==> src/rtl/byte_lane_serializer_if.sv <==
// byte_lane_serializer_if: lane-bank side (FWFT heads, valids, pops) and registered output byte stream.
interface byte_lane_serializer_if #(
    parameter int BYTES = 32,
    parameter int BYTEWIDTH = 8
);
    localparam int LANEW = $clog2(BYTES);
    logic [BYTES*BYTEWIDTH-1:0] lane_data;
    logic [BYTES-1:0] lane_valid;
    logic [BYTES-1:0] lane_read;
    logic [BYTEWIDTH-1:0] out_data;
    logic [LANEW-1:0] out_lane;
    logic out_last;
    logic out_valid;
    logic out_ready;
    modport master (
        input lane_data, lane_valid, out_ready,
        output lane_read, out_data, out_lane, out_last, out_valid
    );
    modport slave (
        output lane_data, lane_valid, out_ready,
        input lane_read, out_data, out_lane, out_last, out_valid
    );
endinterface

==> src/rtl/byte_lane_serializer.sv <==
// byte_lane_serializer: drains FWFT byte lanes strictly in order 0..BYTES-1 onto a registered byte stream.
// SERIALIZER_BYTECOUNT_EN adds a saturating count of accepted bytes on byte_count.
module byte_lane_serializer #(
    parameter int BYTES = 32,
    parameter int BYTEWIDTH = 8
) (
    input logic clk,
    input logic reset,
    byte_lane_serializer_if.master bus,
    input logic flush
`ifdef SERIALIZER_BYTECOUNT_EN
    ,
    output logic [31:0] byte_count
`endif
);
    localparam int LANEW = $clog2(BYTES);
    localparam logic [LANEW-1:0] LAST = LANEW'(BYTES - 1);
    logic [LANEW-1:0] ptr, ptr_nxt;
    logic take, at_last;
    logic [BYTEWIDTH-1:0] head;
    always_comb begin
        at_last = ptr == LAST;
        take = !reset && (!bus.out_valid || bus.out_ready) && bus.lane_valid[ptr];
        head = bus.lane_data[ptr*BYTEWIDTH +: BYTEWIDTH];
        bus.lane_read = take ? BYTES'(1) << ptr : '0;
        // flush wins over the increment, even when it coincides with a take
        ptr_nxt = flush ? '0 : take ? (at_last ? '0 : ptr + 1'b1) : ptr;
    end
    always_ff @(posedge clk or posedge reset)
        if (reset) begin
            ptr <= '0;
            bus.out_valid <= 1'b0;
            bus.out_data <= '0;
            bus.out_lane <= '0;
            bus.out_last <= 1'b0;
        end else begin
            ptr <= ptr_nxt;
            bus.out_valid <= take || (bus.out_valid && !bus.out_ready);
            if (take) begin
                bus.out_data <= head;
                bus.out_lane <= ptr;
                bus.out_last <= at_last;
            end
        end
`ifdef SERIALIZER_BYTECOUNT_EN
    always_ff @(posedge clk or posedge reset)
        if (reset) byte_count <= '0;
        else if (bus.out_valid && bus.out_ready && !(&byte_count)) byte_count <= byte_count + 1'b1;
`endif
endmodule

==> src/flat_wrapper.sv <==
// flat-port wrapper written by rule: the top's interface ports become plain ports
module byte_lane_serializer_flat 
#(
    parameter int BYTES = 32,
    parameter int BYTEWIDTH = 8
)
  (clk, reset, flush, bus_lane_data, bus_lane_valid, bus_out_ready, bus_lane_read, bus_out_data, bus_out_lane, bus_out_last, bus_out_valid);
  byte_lane_serializer_if #(.BYTES(BYTES), .BYTEWIDTH(BYTEWIDTH)) bus_i ();
  input logic clk;
  input logic reset;
  input logic flush;
  input wire logic [$bits(bus_i.lane_data)-1:0] bus_lane_data;
  input wire logic [$bits(bus_i.lane_valid)-1:0] bus_lane_valid;
  input wire logic [$bits(bus_i.out_ready)-1:0] bus_out_ready;
  output wire logic [$bits(bus_i.lane_read)-1:0] bus_lane_read;
  output wire logic [$bits(bus_i.out_data)-1:0] bus_out_data;
  output wire logic [$bits(bus_i.out_lane)-1:0] bus_out_lane;
  output wire logic [$bits(bus_i.out_last)-1:0] bus_out_last;
  output wire logic [$bits(bus_i.out_valid)-1:0] bus_out_valid;
  assign bus_i.lane_data = bus_lane_data;
  assign bus_i.lane_valid = bus_lane_valid;
  assign bus_i.out_ready = bus_out_ready;
  assign bus_lane_read = bus_i.lane_read;
  assign bus_out_data = bus_i.out_data;
  assign bus_out_lane = bus_i.out_lane;
  assign bus_out_last = bus_i.out_last;
  assign bus_out_valid = bus_i.out_valid;
  byte_lane_serializer #(.BYTES(BYTES), .BYTEWIDTH(BYTEWIDTH)) u_core (.clk(clk), .reset(reset), .bus(bus_i), .flush(flush));
endmodule
==> config.mk <==
export PLATFORM = sky130hd
export DESIGN_NAME = byte_lane_serializer_flat
export DESIGN_NICKNAME = d
export VERILOG_FILES = /design/src/rtl/byte_lane_serializer_if.sv /design/src/rtl/byte_lane_serializer.sv /design/src/flat_wrapper.sv
export SDC_FILE = /design/constraint.sdc
export NUM_CORES = 1
export LEC_CHECK = 0
export ABC_AREA = 0
export BUFFER_PORTS_ARGS = -buffer_cell sky130_fd_sc_hd__clkbuf_2
export CAP_MARGIN = 0
export CORE_AREA = 2 2 132 134
export CTS_BUF_LIST = sky130_fd_sc_hd__clkbuf_2
export DETAILED_ROUTE_END_ITERATION = 7
export DIE_AREA = 0 0 134 136
export PLACE_DENSITY = 0.63
export SLEW_MARGIN = 20
export SYNTH_ARGS = -nofsm -noshare
export SYNTH_HDL_FRONTEND = slang
export SYNTH_SLANG_ARGS = --single-unit
==> constraint.sdc <==
create_clock -name clk -period 2.4 [get_ports clk]
set_input_delay 0.24 -clock clk [delete_from_list [all_inputs] [get_ports clk]]
set_output_delay 0.24 -clock clk [all_outputs]
set_load 0.1 [all_outputs]
; ---- Word level (Yosys, flattened, before mapping)
; Index checks and enable logic that the tools add are counted.
[totals]
word_cells = 25
output_inout_bits = 47
reg_bits = 20
[classes]
n_addsub = 1
shifts = 2
n_lt_le_gt_ge = 1
eq_ne = 1
mux = 6
reduce_logical = 9
[op_table]
columns = operator, count
row1 = 256-bit by 9-bit indexed part select with 8-bit output, 1
row2 = 32-bit 2-to-1 mux, 1
row3 = 1-bit by 5-bit << shifter with 32-bit output (first input constant), 1
row4 = 5-bit 2-to-1 mux, 3
row5 = 5-bit by 6-bit less-than comparator with 1-bit output (second input constant), 1
row6 = 5-bit by 1-bit adder with 5-bit output (second input constant), 1
row7 = 1-bit binary-select mux with 5-bit select, 1
row8 = 5-bit equality test (second input constant), 1
row9 = 1-bit logical AND, 3
row10 = 1-bit zero test, 3
row11 = 1-bit logical OR, 2
row12 = 2-bit nonzero test, 1
row13 = 1-bit 2-to-1 mux, 1

; ---- Logic depth before layout (Yosys ltp)
; Gate-level depths: netlist of the first run.
[logic_depth]
depth_word = 6
ltp_mapped = 10
depth_no_buf = 6

; ---- Worst setup path after synthesis of the first run
; No wires, ideal clock.
[synth_timing]
path_kind = flip-flop to output port
startpoint = register u_core.bus.out_valid
endpoint = output bus_lane_read[10]
path_slack_ns = -0.954
stages_incl_launch_ff = 7
n_path_buf = 1
t_arrival_ns = 3.114
required_ns = 2.160
cell_sequence = dfrtp_1 nand2b_1 nand2_1 nor4_4 buf_6 nand3b_1 nor2_1
[synth_between]
elab_chain_len = 5
[synth_rtl]
columns = item, line
row1 = "start, declared", byte_lane_serializer_if.sv:17  ; output lane_read, out_data, out_lane, out_last, out_valid
row2 = "start signal, assigned", byte_lane_serializer.sv:38  ; bus.out_valid <= take || (bus.out_valid && !bus.out_ready);
row3 = 1-bit zero test, byte_lane_serializer.sv:23  ; take = !reset && (!bus.out_valid || bus.out_ready) && bus.lane_valid[ptr];
row4 = 1-bit logical OR, byte_lane_serializer.sv:23
row5 = 1-bit logical AND (2 in a row), byte_lane_serializer.sv:23
row6 = 32-bit 2-to-1 mux, byte_lane_serializer.sv:25  ; bus.lane_read = take ? BYTES'(1) << ptr : '0;
row7 = "end, declared", flat_wrapper.sv:15  ; output wire logic [$bits(bus_i.lane_read)-1:0] bus_lane_read;
; No other way between the ends.

; ---- Final worst setup path of the first run
[layout_timing]
startpoint = register u_core.ptr[1]
endpoint = output bus_lane_read[11]
[layout_between]
elab_chain_len = 4
[layout_rtl]
columns = item, line
row1 = "start, declared", byte_lane_serializer.sv:18  ; logic [LANEW-1:0] ptr, ptr_nxt;
row2 = "start signal, assigned", byte_lane_serializer.sv:37  ; ptr <= ptr_nxt;
row3 = 1-bit binary-select mux with 5-bit select, byte_lane_serializer.sv:23
row4 = 1-bit 2-to-1 mux (implied by the code), byte_lane_serializer.sv:23
row5 = 1-bit logical AND, byte_lane_serializer.sv:23
row6 = 32-bit 2-to-1 mux *, byte_lane_serializer.sv:25
; Every way passes the cells marked *; elsewhere a longest branch is shown, timed or not. The select of a mux whose other input is x is not followed.

==> results.json, run 1 <==
{
  "via_per_inst": 4.73,
  "dr.pass1.iters": 4,
  "critPathLaunchType": "flip-flop",
  "syn_nets": 594,
  "power_density_mw_per_mm2": 348,
  "final_antenna_net_count": 0,
  "ys_seq_area_share_pct": 15.1,
  "overflow": 0,
  "leakagePower_nw": 2.85,
  "path_clk_slew_ns": 0.26,
  "initial_utilization_pct": 19.7,
  "grt_usage_pct": 18.6,
  "fin_ws_ns": -0.539,
  "finalCritPeriodShare_pct": 122,
  "hold_violations": 0,
  "syn_to_final_growth_pct": 95.2,
  "cts_buffer_depth": 2,
  "grt_pass1_wl_um": 25300,
  "insertion_delay_ns": 0.36,
  "synth-seq-cells": 20,
  "grt_pass1_vias": 4272,
  "numCtsBuffers": 3,
  "die_h_um": 136,
  "finalSetupViolCount": 38,
  "vias": 4150,
  "dpl.hpwl_um": 15300,
  "rsz0062_at_grt": "true",
  "synth_edf_count": 0,
  "relSlewSlack_pct": 52.2,
  "antenna_found_initial": 1,
  "drv_cap": 0,
  "drc_errors": 0,
  "gp_congestion": 0.818,
  "cts_tree": "done",
  "synthTopCellsByCount": "69 x mux4_2, 43 x nor2_1, 20 x dfrtp_1",
  "grt_max_degree": 42,
  "die_x_um": 134,
  "first_iter_violations": 198,
  "fmax_mhz": 340,
  "fin_crit_ns": 2.94,
  "cts_sinks": 20,
  "layout-drive-gt1-share_pct": 79.5,
  "synth.most_common_cell": "mux4_2",
  "drv_slew": 0,
  "synth_warnings": 0,
  "worstPathRequired_ns": 2.16,
  "synth_area_per_cell_um2": 11.3,
  "endpoint_kind": "primary output",
  "drt_wl_total_um": 17800,
  "synthTopCellsByArea": "mux4_2 47%, dfrtp_1 15%, nor2_1 4.9%",
  "nets": 950,
  "ys_async_sr_fraction_pct": 100,
  "synthFlopType": "dfrtp_1",
  "outcome": "complete, but fails checks",
  "final_core_util_pct": 38.4,
  "worst_pin_slew_ns": 0.715,
  "io_pins": 339,
  "finClkSkew_ns": 0.0386,
  "htreeDepth": 1,
  "final_area_mm2": 0.00648,
  "row_count": 48,
  "syn-instance-count": 295,
  "place_area_mm2": 0.00619,
  "syn_area_mm2": 0.00332,
  "cts.root.buffer_cell": "clkbuf_2",
  "cp.arrival_ns": 2.70,
  "core_area_mm2": 0.0169,
  "peakVddDrop_uv": 182,
  "worstSetupPathType": "flip-flop to primary output",
  "synth_top_area_share_pct": 46.8,
  "violations": "negative setup slack",
  "yosys.area.top_type": "mux4_2",
  "dieArea_mm2": 0.0182,
  "routedWlPerCell_um": 20.3,
  "hold_path.class": "input port to flip-flop",
  "crit_fanout": 6,
  "io_buffers": 338,
  "yosysUniqueCellTypes": 36
}
## placed cells by master (no fill, tap or decap), types with 2 or more instances in the layout
cell type	Yosys	layout
clkbuf_2	0	309
mux4_2	69	71
buf_12	0	40
nor2_4	1	34
buf_4	0	31
o22ai_1	16	16
dfrtp_1	20	16
a21oi_1	18	15
nand2_1	17	13
nor3_1	11	10
nor2_1	43	9
a22o_1	8	8
a221o_1	8	8
ha_1	7	7
inv_1	5	5
mux2i_1	5	5
nand2b_1	6	5
nand3_1	4	4
buf_6	3	4
a21oi_2	0	3
nand3b_1	3	3
mux2_2	3	3
diode_2	0	2
mux2_4	2	2
nand2_2	0	2
dfrtp_2	0	2
dfrtp_4	0	2
## cells by family (layout without fill, tap and decap cells)
kind of cell | count (synthesis) | count (layout) | synth area share, %
and+or+nand+nor | 93 | 93 | 13.3
muxes | 81 | 81 | 51.8
buffers and inverters | 38 | 393 | 5.47
AOI/OAI and AO/OA | 56 | 56 | 11.6
other | 0 | 2 | 0
DFF | 20 | 20 | 15.1
adders and majority gates | 7 | 7 | 2.64
## metrics by stage
| stage | hold WS [ns] | worst slack [ns] | total power, mW | TNS, ns | std cells |
|---|---|---|---|---|---|
| floorplan | 0.212 | -0.383 | 1.42 | -9.34 | 295 |
| global placement | 0.318 | -0.147 | 1.92 | -3.36 | 863 |
| detailed placement | 0.322 | -0.194 | 1.94 | -4.59 | 863 |
| CTS | 0.0707 | -0.580 | 2.24 | -15.09 | 870 |
| global route | 0.106 | -0.701 | 2.39 | -22.05 | 876 |
| finish | 0.0972 | -0.539 | 2.26 | -16.06 | 877 |
## sequential cells by signal (all words and copies together) (netlist names)
register              cells
u_core.bus.out_valid      1
u_core.bus.out_last       1
u_core.ptr                5
u_core.bus.out_data       8
u_core.bus.out_lane       5
## final timing paths
kind	from	to	slack (ns)	depth (start not counted)
worst max-delay path	u_core.ptr[1]	bus_lane_read[11]	-0.54	8
worst min-delay path	bus_out_ready	u_core.bus.out_valid	0.1	3
worst max register to register	u_core.ptr[1]	u_core.bus.out_lane[0]	-0.09	7
worst min register to register	u_core.bus.out_valid	u_core.bus.out_valid	0.54	2
max in group asynchronous	reset	u_core.ptr[0]	1.67	4
min in group asynchronous	reset	u_core.bus.out_lane[0]	0.41	4
## worst max-delay path, stage by stage, from the launching register on
cell	delay [ns]
dfrtp_4	0.53
mux4_2	0.52
mux4_2	0.53
nor2_4	0.16
nor4_4	0.08
buf_4	0.20
nand2b_4	0.14
nor2_4	0.05
buf_12	0.16
## power breakdown
group	total, mW	switching, mW	internal (mW)
Clock	0.271	0.127	0.144
Combinational	1.55	0.899	0.652
Sequential	0.435	0.0408	0.394
## final cells by class
class | count | area [um2]
Tap cell | 225 | 282
Timing Repair Buffer | 384 | 2660
Multi-Input combinational cell | 237 | 2960
Sequential cell | 20 | 510
Inverter | 5 | 18.8
Clock inverter | 1 | 30.0
Fill cell | 1657 | 10400
Clock buffer | 3 | 15.0
Antenna cell | 2 | 5.00
## routing by layer
layer  track usage [%]  vias to the layer above  wire length, um
met1              23.1                     2031             6870
met3              3.43                       16             1110
li1                  -                     1921                -
met2              33.4                      182             9540
met4              4.02                        0              310
met5                 0                        -                0
## repair_timing
action | CTS | global route
setup buffers | 2 | 6
gates cloned | 0 | 1
pin swaps | 6 | 5
setup endpoints to repair | 47 | 49
resized for setup | 17 | 24
hold endpoints to repair | 20 | 0
hold buffers | 1 | 0
(Power assumes the default switching activity.)
==> run 2, diff against run 1 <==
--- a/config.mk
+++ b/config.mk
@@ -8,11 +8,11 @@
 export ABC_AREA = 0
 export BUFFER_PORTS_ARGS = -buffer_cell sky130_fd_sc_hd__clkbuf_2
 export CAP_MARGIN = 0
-export CORE_AREA = 2 2 132 134
+export CORE_AREA = 10 10 123 125
 export CTS_BUF_LIST = sky130_fd_sc_hd__clkbuf_2
 export DETAILED_ROUTE_END_ITERATION = 7
-export DIE_AREA = 0 0 134 136
-export PLACE_DENSITY = 0.63
+export DIE_AREA = 0 0 133 135
+export PLACE_DENSITY = 0.76
 export SLEW_MARGIN = 20
 export SYNTH_ARGS = -nofsm -noshare
 export SYNTH_HDL_FRONTEND = slang
==> results.json, run 2 (synthesis results as in run 1) <==
{
  "first_iter_violations": 248,
  "row_count": 41,
  "fin_ws_ns": -0.473,
  "worstPathRequired_ns": 2.16,
  "finalCritPeriodShare_pct": 120,
  "dieArea_mm2": 0.0180,
  "insertion_delay_ns": 0.35,
  "multi_input_area_mm2": 0.00304,
  "outcome": "complete, but fails checks",
  "htreeDepth": 1,
  "layout-drive-gt1-share_pct": 81.8,
  "largest_register_ff_count": 8,
  "fin_crit_ns": 2.87,
  "die_x_um": 133,
  "cts_sinks": 20,
  "reg2reg_depth": 9,
  "grt_pass1_vias": 4988,
  "overflow": 0,
  "hold_violations": 0,
  "power_mw": 2.35,
  "violations": "negative setup slack",
  "numCtsBuffers": 3,
  "rr_startpoint": "u_core.ptr[1]",
  "fmax_mhz": 348,
  "drv_slew": 0,
  "antenna_found_initial": 4,
  "dr.pass1.iters": 4,
  "drt_wl_total_um": 20500,
  "place_inst": 808,
  "dpl.hpwl_um": 18000,
  "min_from": "bus_out_ready",
  "worst_pin_slew_ns": 0.673,
  "via_per_inst": 5.20,
  "worstSetupPathType": "flip-flop to primary output",
  "rsz0062_at_grt": "true",
  "cts_tree": "done",
  "relSlewSlack_pct": 55.0,
  "syn_to_final_growth_pct": 98.9,
  "grt_usage_pct": 21.3,
  "finClkSkew_ns": 0.0119,
  "layout_commonest_cell": "clkbuf_2",
  "drv_cap": 0,
  "core_area_mm2": 0.0126,
  "crit_fanout": 8,
  "nets": 954,
  "grt_pass1_wl_um": 29900,
  "post-place-ws_ns": -0.205,
  "routedWlPerCell_um": 24.7,
  "die_h_um": 135,
  "hold_path.class": "input port to flip-flop",
  "path_clk_slew_ns": 0.22,
  "crit_start": "u_core.ptr[1]",
  "critPathLaunchType": "flip-flop",
  "drc_errors": 0,
  "mostFrequentLayoutCells": "309 x clkbuf_2, 71 x mux4_2, 42 x buf_12",
  "ff_latch_area_um2": 510,
  "endpoint_kind": "primary output",
  "gp_congestion": 0.893,
  "power_density_mw_per_mm2": 356,
  "vias": 4319,
  "holdPathStages": 3,
  "leakagePower_nw": 2.94,
  "final_core_util_pct": 52.5,
  "cts_buffer_depth": 2,
  "initial_utilization_pct": 26.4,
  "instances_no_fill": 830,
  "fin_hold_ws_ns": 0.135,
  "cp.arrival_ns": 2.63,
  "final_antenna_net_count": 0,
  "rrSetupSlack_ns": -0.15,
  "io_pins": 339,
  "largest-register": "u_core.bus.out_data",
  "grt_max_degree": 41,
  "fill_cells": 1114,
  "io_buffers": 338,
  "finalSetupViolCount": 51,
  "cts.root.buffer_cell": "clkbuf_2",
  "largestRegisters": "u_core.bus.out_data (8), u_core.bus.out_lane (5), u_core.ptr (5)",
  "peakVddDrop_uv": 194
}
## run 2: changes by cell type in the layout (fill, tap and decap cells not counted), sizes merged
cell	before	now
buf	76	80
diode	2	4
## run 2: power breakdown
group / internal (mW) / switching [mW] / leakage, nW / total (mW)
clock: 0.144 / 0.119 / 0.0266 / 0.263
combinational: 0.722 / 0.911 / 2.67 / 1.63
sequential: 0.394 / 0.0600 / 0.246 / 0.454
## run 2: metrics by stage
stage	setup TNS, ns	instance area, um2
floorplan	-9.34	3550
global placement	-2.87	6140
detailed placement	-4.66	6140
CTS	-15.83	6430
global route	-19.99	6600
finish	-15.75	6600
## run 2: timing repair
action	4_1_cts	5_1_grt
endpoints found under the hold margin	20	0
pin swaps	7	11
hold buffers	1	0
buffers inserted	8	3
resized for setup	33	27
cloned	2	1
endpoints found under the setup margin	36	52
## run 2: critical path, stage by stage, from the launching register on
cell and delay, ns:
dfrtp_4 0.54, mux4_2 0.51, mux4_2 0.51, nor2_4 0.13, nor4_4 0.07, nand3b_1 0.18
buf_12 0.15, nor2_4 0.04, buf_12 0.16
## run 2: area by class of cell
type,count,share of cell area (%)
Multi-Input combinational cell,237,46.0
Timing Repair Buffer,388,41.8
Sequential cell,20,7.73
Tap cell,172,3.26
Clock inverter,1,0.455
Inverter,5,0.322
Clock buffer,3,0.227
Antenna cell,4,0.152
## run 2: worst paths after layout
path / endpoint
max: bus_lane_read[13]
min: u_core.bus.out_valid
max reg2reg: u_core.ptr[1]
min reg2reg: u_core.bus.out_lane[4]
max in group asynchronous: u_core.ptr[0]
min in group asynchronous: u_core.bus.out_lane[1]
## run 2: routing by layer
layer / global-route usage, % / wire (um) / vias up
met5: 0 / 0 / -
met4: 5.20 / 407 / 0
met3: 6.31 / 1710 / 30
met2: 38.5 / 11000 / 252
met1: 24.0 / 7350 / 2102
li1: - / - / 1935
